### src/rtl/regfile_wb_arbiter.sv
// Write-back arbiter that owns the register file's single write port.
// Round-robin shares the port between NREQ requesters and runs a one-register-per-cycle clear sequence.
module regfile_wb_arbiter #(
  parameter int NREQ  = 3,
  parameter int AW    = 3,
  parameter int DW    = 8,
  parameter int NREGS = 8
) (
  input  logic               CLK,
  input  logic               RESET,
  input  logic [NREQ-1:0]    REQ_VALID,
  input  logic [NREQ*AW-1:0] REQ_ADDR,
  input  logic [NREQ*DW-1:0] REQ_DATA,
  output logic [NREQ-1:0]    REQ_READY,
  input  logic               CLEAR_REQ,
  output logic               CLEAR_BUSY,
  output logic               WR_EN,
  output logic [AW-1:0]      WR_ADDR,
  output logic [DW-1:0]      WR_DATA,
  output logic [1:0]         GRANT_ID
);

  localparam int CW = AW + 1;

  typedef enum logic {IDLE, CLEAR} state_t;

  state_t          state_q, state_d;
  logic [CW-1:0]   cnt_q, cnt_d;
  logic [1:0]      ptr_q, ptr_d;
  logic            wr_en_q, wr_en_d;
  logic [AW-1:0]   wr_addr_q, wr_addr_d;
  logic [DW-1:0]   wr_data_q, wr_data_d;
  logic [1:0]      grant_id_q, grant_id_d;
  logic            busy_q, busy_d;

  logic            arb_hit;
  logic [1:0]      arb_idx;
  logic [NREQ-1:0] arb_gnt;
  logic [AW-1:0]   arb_addr;
  logic [DW-1:0]   arb_data;
  logic            clear_last;
  logic            arb_en;
  logic            xfer;

  always_ff @(posedge CLK) begin
    if (RESET) begin
      state_q    <= IDLE;
      cnt_q      <= '0;
      ptr_q      <= 2'(NREQ - 1);
      wr_en_q    <= 1'b0;
      wr_addr_q  <= '0;
      wr_data_q  <= '0;
      grant_id_q <= '0;
      busy_q     <= 1'b0;
    end else begin
      state_q    <= state_d;
      cnt_q      <= cnt_d;
      ptr_q      <= ptr_d;
      wr_en_q    <= wr_en_d;
      wr_addr_q  <= wr_addr_d;
      wr_data_q  <= wr_data_d;
      grant_id_q <= grant_id_d;
      busy_q     <= busy_d;
    end
  end

  // Search starts just after the last granted requester and wraps around.
  always_comb begin
    arb_hit  = 1'b0;
    arb_idx  = '0;
    arb_gnt  = '0;
    arb_addr = '0;
    arb_data = '0;
    for (int k = 1; k <= NREQ; k++) begin
      for (int i = 0; i < NREQ; i++) begin
        if (!arb_hit && REQ_VALID[i] && (i == (int'(ptr_q) + k) % NREQ)) begin
          arb_hit    = 1'b1;
          arb_idx    = 2'(i);
          arb_gnt[i] = 1'b1;
          arb_addr   = REQ_ADDR[i*AW +: AW];
          arb_data   = REQ_DATA[i*DW +: DW];
        end
      end
    end
  end

  // The final clear cycle also arbitrates so a waiting request is taken on the exit edge.
  assign clear_last = (state_q == CLEAR) && (cnt_q == CW'(NREGS));
  assign arb_en     = !RESET && (((state_q == IDLE) && !CLEAR_REQ) || clear_last);
  assign xfer       = arb_en && arb_hit;

  always_comb begin
    state_d    = state_q;
    cnt_d      = cnt_q;
    ptr_d      = ptr_q;
    wr_en_d    = 1'b0;
    wr_addr_d  = wr_addr_q;
    wr_data_d  = wr_data_q;
    grant_id_d = grant_id_q;
    busy_d     = busy_q;
    case (state_q)
      IDLE: begin
        if (CLEAR_REQ) begin
          state_d   = CLEAR;
          wr_en_d   = 1'b1;
          wr_addr_d = '0;
          wr_data_d = '0;
          busy_d    = 1'b1;
          cnt_d     = CW'(1);
        end
      end
      CLEAR: begin
        if (!clear_last) begin
          wr_en_d   = 1'b1;
          wr_addr_d = cnt_q[AW-1:0];
          wr_data_d = '0;
          cnt_d     = cnt_q + CW'(1);
        end else begin
          state_d = IDLE;
          busy_d  = 1'b0;
          cnt_d   = '0;
        end
      end
      default: state_d = IDLE;
    endcase
    if (xfer) begin
      wr_en_d    = 1'b1;
      wr_addr_d  = arb_addr;
      wr_data_d  = arb_data;
      grant_id_d = arb_idx;
      ptr_d      = arb_idx;
    end
  end

  always_comb begin
    REQ_READY  = arb_en ? arb_gnt : '0;
    WR_EN      = wr_en_q;
    WR_ADDR    = wr_addr_q;
    WR_DATA    = wr_data_q;
    GRANT_ID   = grant_id_q;
    CLEAR_BUSY = busy_q;
  end

endmodule

### config.mk
export PLATFORM = sky130hd
export DESIGN_NAME = regfile_wb_arbiter
export DESIGN_NICKNAME = d
export VERILOG_FILES = /design/src/rtl/regfile_wb_arbiter.sv
export SDC_FILE = /design/constraint.sdc
export NUM_CORES = 1
export LEC_CHECK = 0
export ABC_AREA = 0
export BUFFER_PORTS_ARGS = -buffer_cell sky130_fd_sc_hd__buf_4
export CORE_ASPECT_RATIO = 1.4
export CORE_MARGIN = 2
export CORE_UTILIZATION = 49
export DETAILED_ROUTE_END_ITERATION = 16
export PLACE_DENSITY_LB_ADDON = 0.2
export SETUP_SLACK_MARGIN = 0.05
export SYNTH_ARGS = -nofsm -noshare
export SYNTH_HDL_FRONTEND = slang
export SYNTH_SLANG_ARGS = --single-unit
export TNS_END_PERCENT = 50
### constraint.sdc
create_clock -name CLK -period 2.63 [get_ports CLK]
set_clock_uncertainty 0.1 [all_clocks]
set_input_delay 0.6575 -clock CLK [delete_from_list [all_inputs] [get_ports CLK]]
set_output_delay 0.6575 -clock CLK [all_outputs]
set_load 0.005 [all_outputs]
==> impl_metrics.json, run 1 <==
{
  "drt_iter0_drc": 48,
  "synth_common_cells": "21 x dfxtp_1, 15 x nor2_1, 14 x nand2_1",
  "crit_buf_inv": 2,
  "cts_tree": "built",
  "synth_edf_count": 0,
  "utilization_pct": 73.3,
  "setup_violations": 0,
  "min_period_ns": 2.54,
  "end_kind": "primary output",
  "timing.rr.start": "ptr_q[0]",
  "die_h_um": 70.5,
  "grt_setup_unrepaired": "yes",
  "p_clk_share_pct": 21.3,
  "die_x_um": 51.5,
  "rows": 24,
  "ys_seq_area_share_pct": 27.2,
  "synth_area_leaders": "dfxtp_1 27%, a221oi_1 4.5%, ha_1 4.0%",
  "critPathLaunchType": "register",
  "crit_type": "register to primary output",
  "drtAntennaViolNets": 0,
  "power.share.sequential_pct": 35.0,
  "vias": 1806,
  "syn-instance-count": 188,
  "cp_data_arrival_time_ns": 1.78,
  "grt_pass1_wl_um": 7290,
  "critPathTopFamily": "simple AND/OR/NAND/NOR gates",
  "design.core.area_um2": 3060,
  "first_pass_iters": 4,
  "fmax_mhz": 394,
  "cts.reportedPaths.clkPinSlew_ns": 0.08,
  "yosys_warnings": 0,
  "worst-slew-pin-transition_ns": 0.878,
  "grt_max_degree": 16,
  "fp.dieArea_um2": 3630,
  "setup_tns_ns": 0,
  "cts.sinks": 21,
  "drc": 0,
  "swShare_pct": 34.5,
  "synth_top_area_cell": "dfxtp_1",
  "dpl_worst_slack_ns": 0.0681,
  "syn_avg_cell_area_um2": 8.23,
  "irDropWorstVdd_uv": 273,
  "power.leakage_nw": 0.987,
  "worstPathCellList": "inv_1 > ha_1 > nand4b_1 > a21oi_4 > and2_1 > buf_4",
  "routed_wl_um": 4770,
  "syn_to_final_growth_pct": 45.1,
  "grt.overflow.total": 0,
  "max-cap-violations": 0,
  "boundaryPins": 57,
  "p_int_w": 0.000672,
  "slowest_delay_ns": 0.35,
  "grtUsageTotal_pct": 26.0,
  "yosysMostFrequentCell": "dfxtp_1",
  "clock_path_buffers": 2,
  "combPwrFrac_pct": 43.7,
  "via_per_inst": 6.02,
  "grt_pass1_vias": 1652,
  "synth_flop_cell": "dfxtp_1",
  "io_buffers": 56,
  "final_nets": 306,
  "maxSlewHeadroom_pct": 41.1,
  "worst_path_max_delay_cell": "dfxtp_1",
  "synth_cell_types": 59,
  "synthArstFlopShare_pct": 0,
  "ys_seq_elements": 21,
  "routedWlPerCell_um": 15.9,
  "antenna_cells": 0,
  "initial_core_util_pct": 50.5,
  "setup_slack_ns": 0.0942,
  "dp_cells": 286,
  "startpoint": "cnt_q[0]",
  "cts-root-buf": "clkbuf_8",
  "htree_levels": 1,
  "fin_cells": 300,
  "syn_area_um2": 1550,
  "status": "finished, final reports clean",
  "critPathMaxFanout": 6,
  "numCtsBuffers": 3,
  "clock_latency_ns": 0.27,
  "drive_gt1_share_pct": 40.6,
  "switchingPower_w": 0.000354,
  "gp_congestion": 0.921,
  "synth_fp_nets": 232,
  "antenna_found_initial": 0,
  "hold_start": "GRANT_ID[1]",
  "final_hold_viol_count": 0,
  "holdCritPathClass": "register to register",
  "period_share_pct": 96.4,
  "netlist.area_leader.share_pct": 27.2,
  "p_per_area_nw_per_um2": 457,
  "drv_slew": 0,
  "dp_hpwl_um": 3520,
  "crit_required_ns": 1.87
}
==> placed cells by master (no fill, tap or decap), types with 7 or more instances in the layout <==
cell | Yosys | routed
dfxtp_1 | 21 | 19
nand2_1 | 14 | 12
nand3_1 | 12 | 12
nor2_1 | 15 | 15
inv_1 | 10 | 7
o31ai_1 | 8 | 8
o21ai_0 | 8 | 8
a21oi_1 | 10 | 10
a221oi_1 | 8 | 8
buf_4 | 1 | 77
==> path summary, 6_finish.rpt <==
check | cells after the start | end | slack [ns]
min | 2 | GRANT_ID[1] | 0.37
max reg2reg | 8 | WR_ADDR[1] | 0.24
min reg2reg | 2 | GRANT_ID[1] | 0.37
max | 6 | REQ_READY[1] | 0.09
==> worst reg2reg max path, stage by stage, from the launching register on <==
cell and delay (ns):
dfxtp_2 0.34, buf_6 0.12, ha_4 0.17, a21oi_4 0.21, o2111ai_4 0.19, buf_4 0.19, o21ai_1 0.69, a21oi_1 0.08
a211oi_1 0.22
==> metrics by stage <==
step / hold WS, ns / total power (W) / instance area, um^2
after detailed placement: 0.359 / 0.000751 / 2050
after floorplan: 0.353 / 0.000592 / 1550
final: 0.370 / 0.00103 / 2240
after global placement: 0.360 / 0.000748 / 2050
after CTS: 0.370 / 0.000989 / 2170
after global routing: 0.389 / 0.00108 / 2240
==> metal layers <==
layer / up-vias / track usage (%) / part of all wire, %
met4: 0 / 17.5 / 4.4
met5: - / 0 / 0
li1: 869 / - / -
met3: 17 / 2.78 / 5.0
met2: 80 / 42.9 / 51
met1: 840 / 30.6 / 40
==> layout make-up <==
class / count / area [um^2]
clock buffer: 3 / 41.3
clock inverter: 1 / 5.00
fill: 263 / 818
inverter: 10 / 37.5
multi-input combinational: 147 / 1090
sequential: 21 / 425
tap: 39 / 48.8
timing repair buffer: 79 / 594
==> power by group through the flow <==
stage,Sequential [W],Combinational [W],Clock (W)
2_1_floorplan,0.000361,0.000231,0
3_3_place_gp,0.000363,0.000385,0
3_5_place_dp,0.000363,0.000389,0
4_1_cts,0.000358,0.000412,0.000220
5_1_grt,0.000362,0.000482,0.000237
6_report,0.000359,0.000448,0.000219
==> state kept, by name (all words and copies together), names as in the netlist <==
signal / flops
WR_ADDR: 3
GRANT_ID: 1
WR_EN: 1
state_q: 1
ptr_q: 2
CLEAR_BUSY: 1
cnt_q: 4
WR_DATA: 8
==> cell families (layout without fill, tap and decap cells) <==
logic type	Yosys count	after routing	synth area share, %
fa+ha+maj	5	5	4.05
buf+inv	20	93	6.39
simple gates	64	64	21.6
compound gates	78	78	40.8
flops	21	21	27.2
==> timing repair <==
item,in CTS,in global routing
endpoints found under the setup margin,3,3
hold buffers,0,0
gates resized for setup,10,8
pin swaps,1,7
setup buffers,2,8
gates cloned,0,0
(Power assumes the default switching activity.)
==> inputs of run 2 (changes only) <==
Settings changed: CORE_MARGIN 2 to 5.
==> run 2 against run 1 <==
  * First-iteration DRC count is 90% higher
  * Wire length increased by 10%
  * Non-clock buffer count did not move
  * Count of clock-buffer cells in the layout unchanged
  * Critical endpoint is now REQ_READY[2]
  * Largest cell class unchanged
==> impl_metrics.json, run 2 (synthesis results as in run 1) <==
{
  "dp_cells": 289,
  "drv_slew": 0,
  "cp_data_arrival_time_ns": 1.76,
  "power.leakage_nw": 0.989,
  "htree_levels": 1,
  "hold_start": "WR_DATA[2]",
  "die_x_um": 57.5,
  "fin_cells": 300,
  "maxSlewHeadroom_pct": 42.4,
  "end_kind": "primary output",
  "cpMostUsedCell": "inv_1",
  "cts.reportedPaths.clkPinSlew_ns": 0.08,
  "slowest_delay_ns": 0.38,
  "irDropWorstVdd_uv": 418,
  "setup_slack_ns": 0.110,
  "numCtsBuffers": 3,
  "holdPathStages": 2,
  "rows": 24,
  "final_common_cell": "buf_4",
  "largest_reg_flops": 8,
  "clock_latency_ns": 0.26,
  "setup_tns_ns": 0,
  "first_pass_iters": 5,
  "setup_violations": 0,
  "most-common-layout-cells": "78 x buf_4, 19 x dfxtp_1, 15 x nor2_1",
  "fp.dieArea_um2": 4400,
  "design.core.area_um2": 3090,
  "reg2reg_slack_ns": 0.27,
  "clock_path_buffers": 2,
  "grt.overflow.total": 0,
  "cts-root-buf": "clkbuf_8",
  "grtUsageTotal_pct": 23.0,
  "boundaryPins": 57,
  "worst_path_max_delay_cell": "dfxtp_4",
  "timing.rr.start": "ptr_q[1]",
  "fmax_mhz": 397,
  "final_nets": 306,
  "worstPathCellList": "inv_1 > ha_4 > a21oi_4 > o2111a_1 > or2_1 > nand2_1 > inv_1 > buf_4",
  "antenna_cells": 0,
  "critPathMaxFanout": 5,
  "status": "finished, final reports clean",
  "grt_setup_unrepaired": "yes",
  "grt_pass1_vias": 1797,
  "critPathTopFamily": "flip-flops",
  "min_period_ns": 2.52,
  "io_buffers": 56,
  "final_hold_viol_count": 0,
  "max-cap-violations": 0,
  "gp_congestion": 0.976,
  "initial_core_util_pct": 50.0,
  "die_h_um": 76.5,
  "routedWlPerCell_um": 17.5,
  "p_per_area_nw_per_um2": 453,
  "min_to": "WR_DATA[2]",
  "crit_type": "register to primary output",
  "finalInstanceArea_um2": 2240,
  "holdCritPathClass": "register to register",
  "cts_tree": "built",
  "syn_to_final_growth_pct": 44.6,
  "period_share_pct": 95.8,
  "drt_iter0_drc": 91,
  "drtAntennaViolNets": 0,
  "worst-slew-pin-transition_ns": 0.858,
  "dpl_cell_area_um2": 2070,
  "critPathLaunchType": "register",
  "cts.sinks": 21,
  "drive_gt1_share_pct": 39.1,
  "reg2reg_to": "ptr_q[1]",
  "via_per_inst": 6.28,
  "routed_wl_um": 5260,
  "dp_hpwl_um": 3880,
  "crit_required_ns": 1.87,
  "crit_buf_inv": 3,
  "grt_max_degree": 16,
  "drc": 0,
  "utilization_pct": 72.3,
  "rr_worst_depth": 7,
  "grt_pass1_wl_um": 8320,
  "antenna_found_initial": 0,
  "vias": 1885,
  "fill_cells": 263,
  "dpl_worst_slack_ns": 0.0652
}
==> run 2: cell counts in the layout (fill, tap and decap cells not counted) <==
No cell type changed its count.
==> run 2: worst reg2reg max path, cell delays in order (launching register included) <==
cell and delay [ns]:
dfxtp_4 0.40, inv_1 0.08, ha_4 0.18, a21oi_4 0.20, o2111ai_4 0.20, o21ai_1 0.74
o21ai_0 0.25, nand2_1 0.14
==> run 2: report_power, final <==
part / total (W) / internal, W / switching (W)
Clock: 0.000213 / 0.000105 / 0.000107
Sequential: 0.000359 / 0.000341 / 0.0000187
Combinational: 0.000440 / 0.000212 / 0.000228
==> run 2: worst max path at each step <==
stage                         endpoint      from  cells past startpoint
after floorplan           REQ_READY[2]  ptr_q[0]                      8
after global placement    REQ_READY[0]  ptr_q[0]                      7
after detailed placement  REQ_READY[0]  ptr_q[0]                      7
after CTS                 REQ_READY[2]  ptr_q[0]                      8
after global routing      REQ_READY[2]  ptr_q[1]                      8
final                     REQ_READY[2]  ptr_q[1]                      8
==> run 2: per-layer routing <==
metal / share of wire, % / global-route usage (%) / up-vias
met5: 0 / 0 / -
met3: 7.8 / 2.88 / 14
met2: 53 / 40.6 / 113
met1: 37 / 27.0 / 884
li1: - / - / 874
met4: 2.3 / 9.28 / 0
==> run 2: through the flow <==
step           hold slack (ns)  total power [W]
2_1_floorplan            0.353         0.000592
3_3_place_gp             0.347         0.000756
3_5_place_dp             0.361         0.000760
4_1_cts                  0.370         0.000986
5_1_grt                  0.415          0.00107
6_report                 0.369          0.00101
==> run 2: cell type report <==
type                    instances  area (um^2)  area share, %
flip-flops and latches         21          425           19.0
inverters                      10         37.5           1.68
clock buffers                   3         41.3           1.85
well taps                      39         48.8           2.18
repair buffers                 79          591           26.4
multi-input cells             147         1090           48.6
clock inverters                 1         5.00          0.224
==> run 2: repair_timing <==
item | CTS | global route
pin swaps | 0 | 5
endpoints found under the setup margin | 3 | 6
hold buffers | 0 | 0
buffers inserted | 0 | 7
resized for setup | 9 | 4
==> inputs of run 3 (changes only) <==
Settings changed: ABC_AREA 0 to 1, CORE_UTILIZATION 49 to 51.
==> run 3 against run 2 <==
  * Maximum frequency is 2.5% lower
  * Count of clock-buffer cells in the layout stayed put
  * Wire length is 2.8% lower
  * Synthesized cell count is 56% higher
  * Setup slack worse by 0.064 ns
  * Sequential cell count stayed put
  * Register-to-register slack better by 0.13 ns
  * Critical path depth is 2 higher
  * Die area is 6.8% higher
  * Non-clock buffer count is 7 lower
  * Highest routed layer unchanged
==> impl_metrics.json, run 3 <==
{
  "final_common_cell": "nand2_1",
  "clock_path_buffers": 2,
  "die_h_um": 79.1,
  "fp.dieArea_um2": 4690,
  "syn_avg_cell_area_um2": 5.92,
  "initial_core_util_pct": 52.0,
  "grt_setup_unrepaired": "yes",
  "netlist.area_leader.share_pct": 24.2,
  "via_per_inst": 5.05,
  "drv_slew": 0,
  "clock_latency_ns": 0.26,
  "final_nets": 409,
  "synth_edf_count": 0,
  "synth_cell_types": 30,
  "antenna_cells": 0,
  "setup_tns_ns": 0,
  "p_per_area_nw_per_um2": 448,
  "numCtsBuffers": 3,
  "period_share_pct": 98.2,
  "critPathLaunchType": "register",
  "drt_iter0_drc": 90,
  "boundaryPins": 57,
  "gp_congestion": 0.868,
  "die_x_um": 59.4,
  "hold_buffers": 0,
  "syn_area_um2": 1740,
  "crit_type": "register to primary output",
  "htree_levels": 1,
  "most-common-layout-cells": "82 x nand2_1, 71 x buf_4, 42 x inv_1",
  "antenna_found_initial": 0,
  "synth_xor_xnor_area_share_pct": 0,
  "final_hold_viol_count": 0,
  "min_period_ns": 2.58,
  "grt.overflow.total": 0,
  "design.core.area_um2": 3350,
  "synth_common_cells": "86 x nand2_1, 43 x inv_1, 37 x nor2_1",
  "rows": 25,
  "cts_tree": "built",
  "yosys.area_share.adder_pct": 3.60,
  "holdCritPathClass": "register to register",
  "dp_hpwl_um": 3790,
  "largest_reg_flops": 8,
  "yosysMostFrequentCell": "nand2_1",
  "synth_fp_nets": 338,
  "holdPathStages": 2,
  "drive_gt1_share_pct": 31.3,
  "crit_required_ns": 1.87,
  "maxSlewHeadroom_pct": 80.0,
  "rr_worst_depth": 16,
  "routed_wl_um": 5110,
  "first_pass_iters": 4,
  "fill_cells": 292,
  "setup_violations": 0,
  "grtUsageTotal_pct": 21.3,
  "vias": 2041,
  "synthArstFlopShare_pct": 0,
  "min_to": "CLEAR_BUSY",
  "cp_data_arrival_time_ns": 1.83,
  "reg2reg_slack_ns": 0.40,
  "muxShareOfSynthArea_pct": 0,
  "syn_to_final_growth_pct": 40.6,
  "worst-slew-pin-transition_ns": 0.299,
  "cts-root-buf": "clkbuf_8",
  "power.leakage_nw": 1.28,
  "grt_pass1_wl_um": 7930,
  "reg2reg_to": "WR_ADDR[1]",
  "grt_max_degree": 21,
  "yosys_warnings": 0,
  "status": "finished, final reports clean",
  "yosys.area_share.simple_pct": 49.8,
  "synth_compound_area_share_pct": 9.93,
  "cts.sinks": 21,
  "end_kind": "primary output",
  "fmax_mhz": 387,
  "max-cap-violations": 0,
  "hold_start": "CLEAR_BUSY",
  "timing.rr.start": "ptr_q[0]",
  "routedWlPerCell_um": 12.7,
  "irDropWorstVdd_uv": 453,
  "synth_flop_cell": "dfxtp_1",
  "drtAntennaViolNets": 0,
  "io_buffers": 56,
  "cts.reportedPaths.clkPinSlew_ns": 0.08,
  "drc": 0,
  "hold-worst-slack_ns": 0.358,
  "syn-instance-count": 294,
  "critPathMaxFanout": 4,
  "ys_seq_area_share_pct": 24.2,
  "grt_pass1_vias": 1857,
  "synth_top_family_by_area": "simple AND/OR/NAND/NOR gates",
  "ys_seq_elements": 21,
  "synth_area_leaders": "dfxtp_1 24%, nand2_1 19%, inv_1 9.3%",
  "synth_top_area_cell": "dfxtp_1"
}
==> run 3: cell types whose count changed after synthesis, sizes merged, moves of 6 or more <==
| cell | delta |
|---|---|
| a21o | -6 |
| inv | +36 |
| nand3 | +24 |
| o31ai | -8 |
| nand4 | +6 |
| a221oi | -8 |
| a21oi | +11 |
| nand2 | +80 |
| nor2 | +25 |
==> run 3: final cells by class <==
class / count / area, um^2 / share of cell area, %
inverters: 47 / 179 / 7.31
multi-input cells: 220 / 1200 / 49.1
clock buffers: 3 / 41.3 / 1.69
flip-flops and latches: 21 / 425 / 17.4
clock inverters: 1 / 5.00 / 0.205
repair buffers: 72 / 544 / 22.3
well taps: 40 / 50.0 / 2.05
==> run 3: report_power, final <==
group	leakage [nW]	total, W	switching [W]	internal (W)
clock	0.0255	0.000211	0.000106	0.000106
combinational	1.09	0.000522	0.000298	0.000224
sequential	0.172	0.000364	0.0000203	0.000344
==> run 3: cell families after synthesis <==
family                     after synthesis
adders and majority gates                5
DFF                                     21
and+or+nand+nor                        182
buffers and inverters                   53
AOI/OAI and AO/OA                       33
==> run 3: how the worst max path moves through the flow <==
stage,start,end,cells after the start
floorplan,ptr_q[0],REQ_READY[2],12
global placement,REQ_VALID[1],REQ_READY[1],9
detailed placement,REQ_VALID[1],REQ_READY[1],9
CTS,ptr_q[0],REQ_READY[1],10
global route,ptr_q[0],REQ_READY[1],10
finish,ptr_q[0],REQ_READY[1],10
==> run 3: per-stage QoR <==
stage	area, um^2	instances	setup WS [ns]	util (%)	power, W
floorplan	1740	294	0.134	-	0.000666
global placement	2220	391	0.136	66.4	0.000814
detailed placement	2220	391	0.0775	66.4	0.000820
CTS	2390	400	0.0517	71.4	0.00108
global route	2450	404	-0.0487	73.1	0.00117
finish	2450	404	0.0463	73.1	0.00110
==> run 3: worst max-delay path, cell delays in order, from the launching register on <==
cell and delay [ns]:
dfxtp_2 0.33, buf_4 0.14, ha_4 0.17, nand2_4 0.08, inv_2 0.06, nor2_4 0.13
nand4_4 0.09, nor2_4 0.16, nand2_2 0.10, a31oi_4 0.17, buf_6 0.12
==> run 3: layer usage <==
metal	vias to the layer above	global-route usage [%]	routed length (um)
met3	17	2.28	286
met2	70	35.1	2550
met5	-	0	0
met1	892	26.1	2090
li1	1062	-	-
met4	0	12.2	183
==> run 3: repair_timing <==
action,CTS,global route
gates resized for setup,18,6
pin swaps,8,7
setup buffers,5,4
endpoints found under the setup margin,3,3
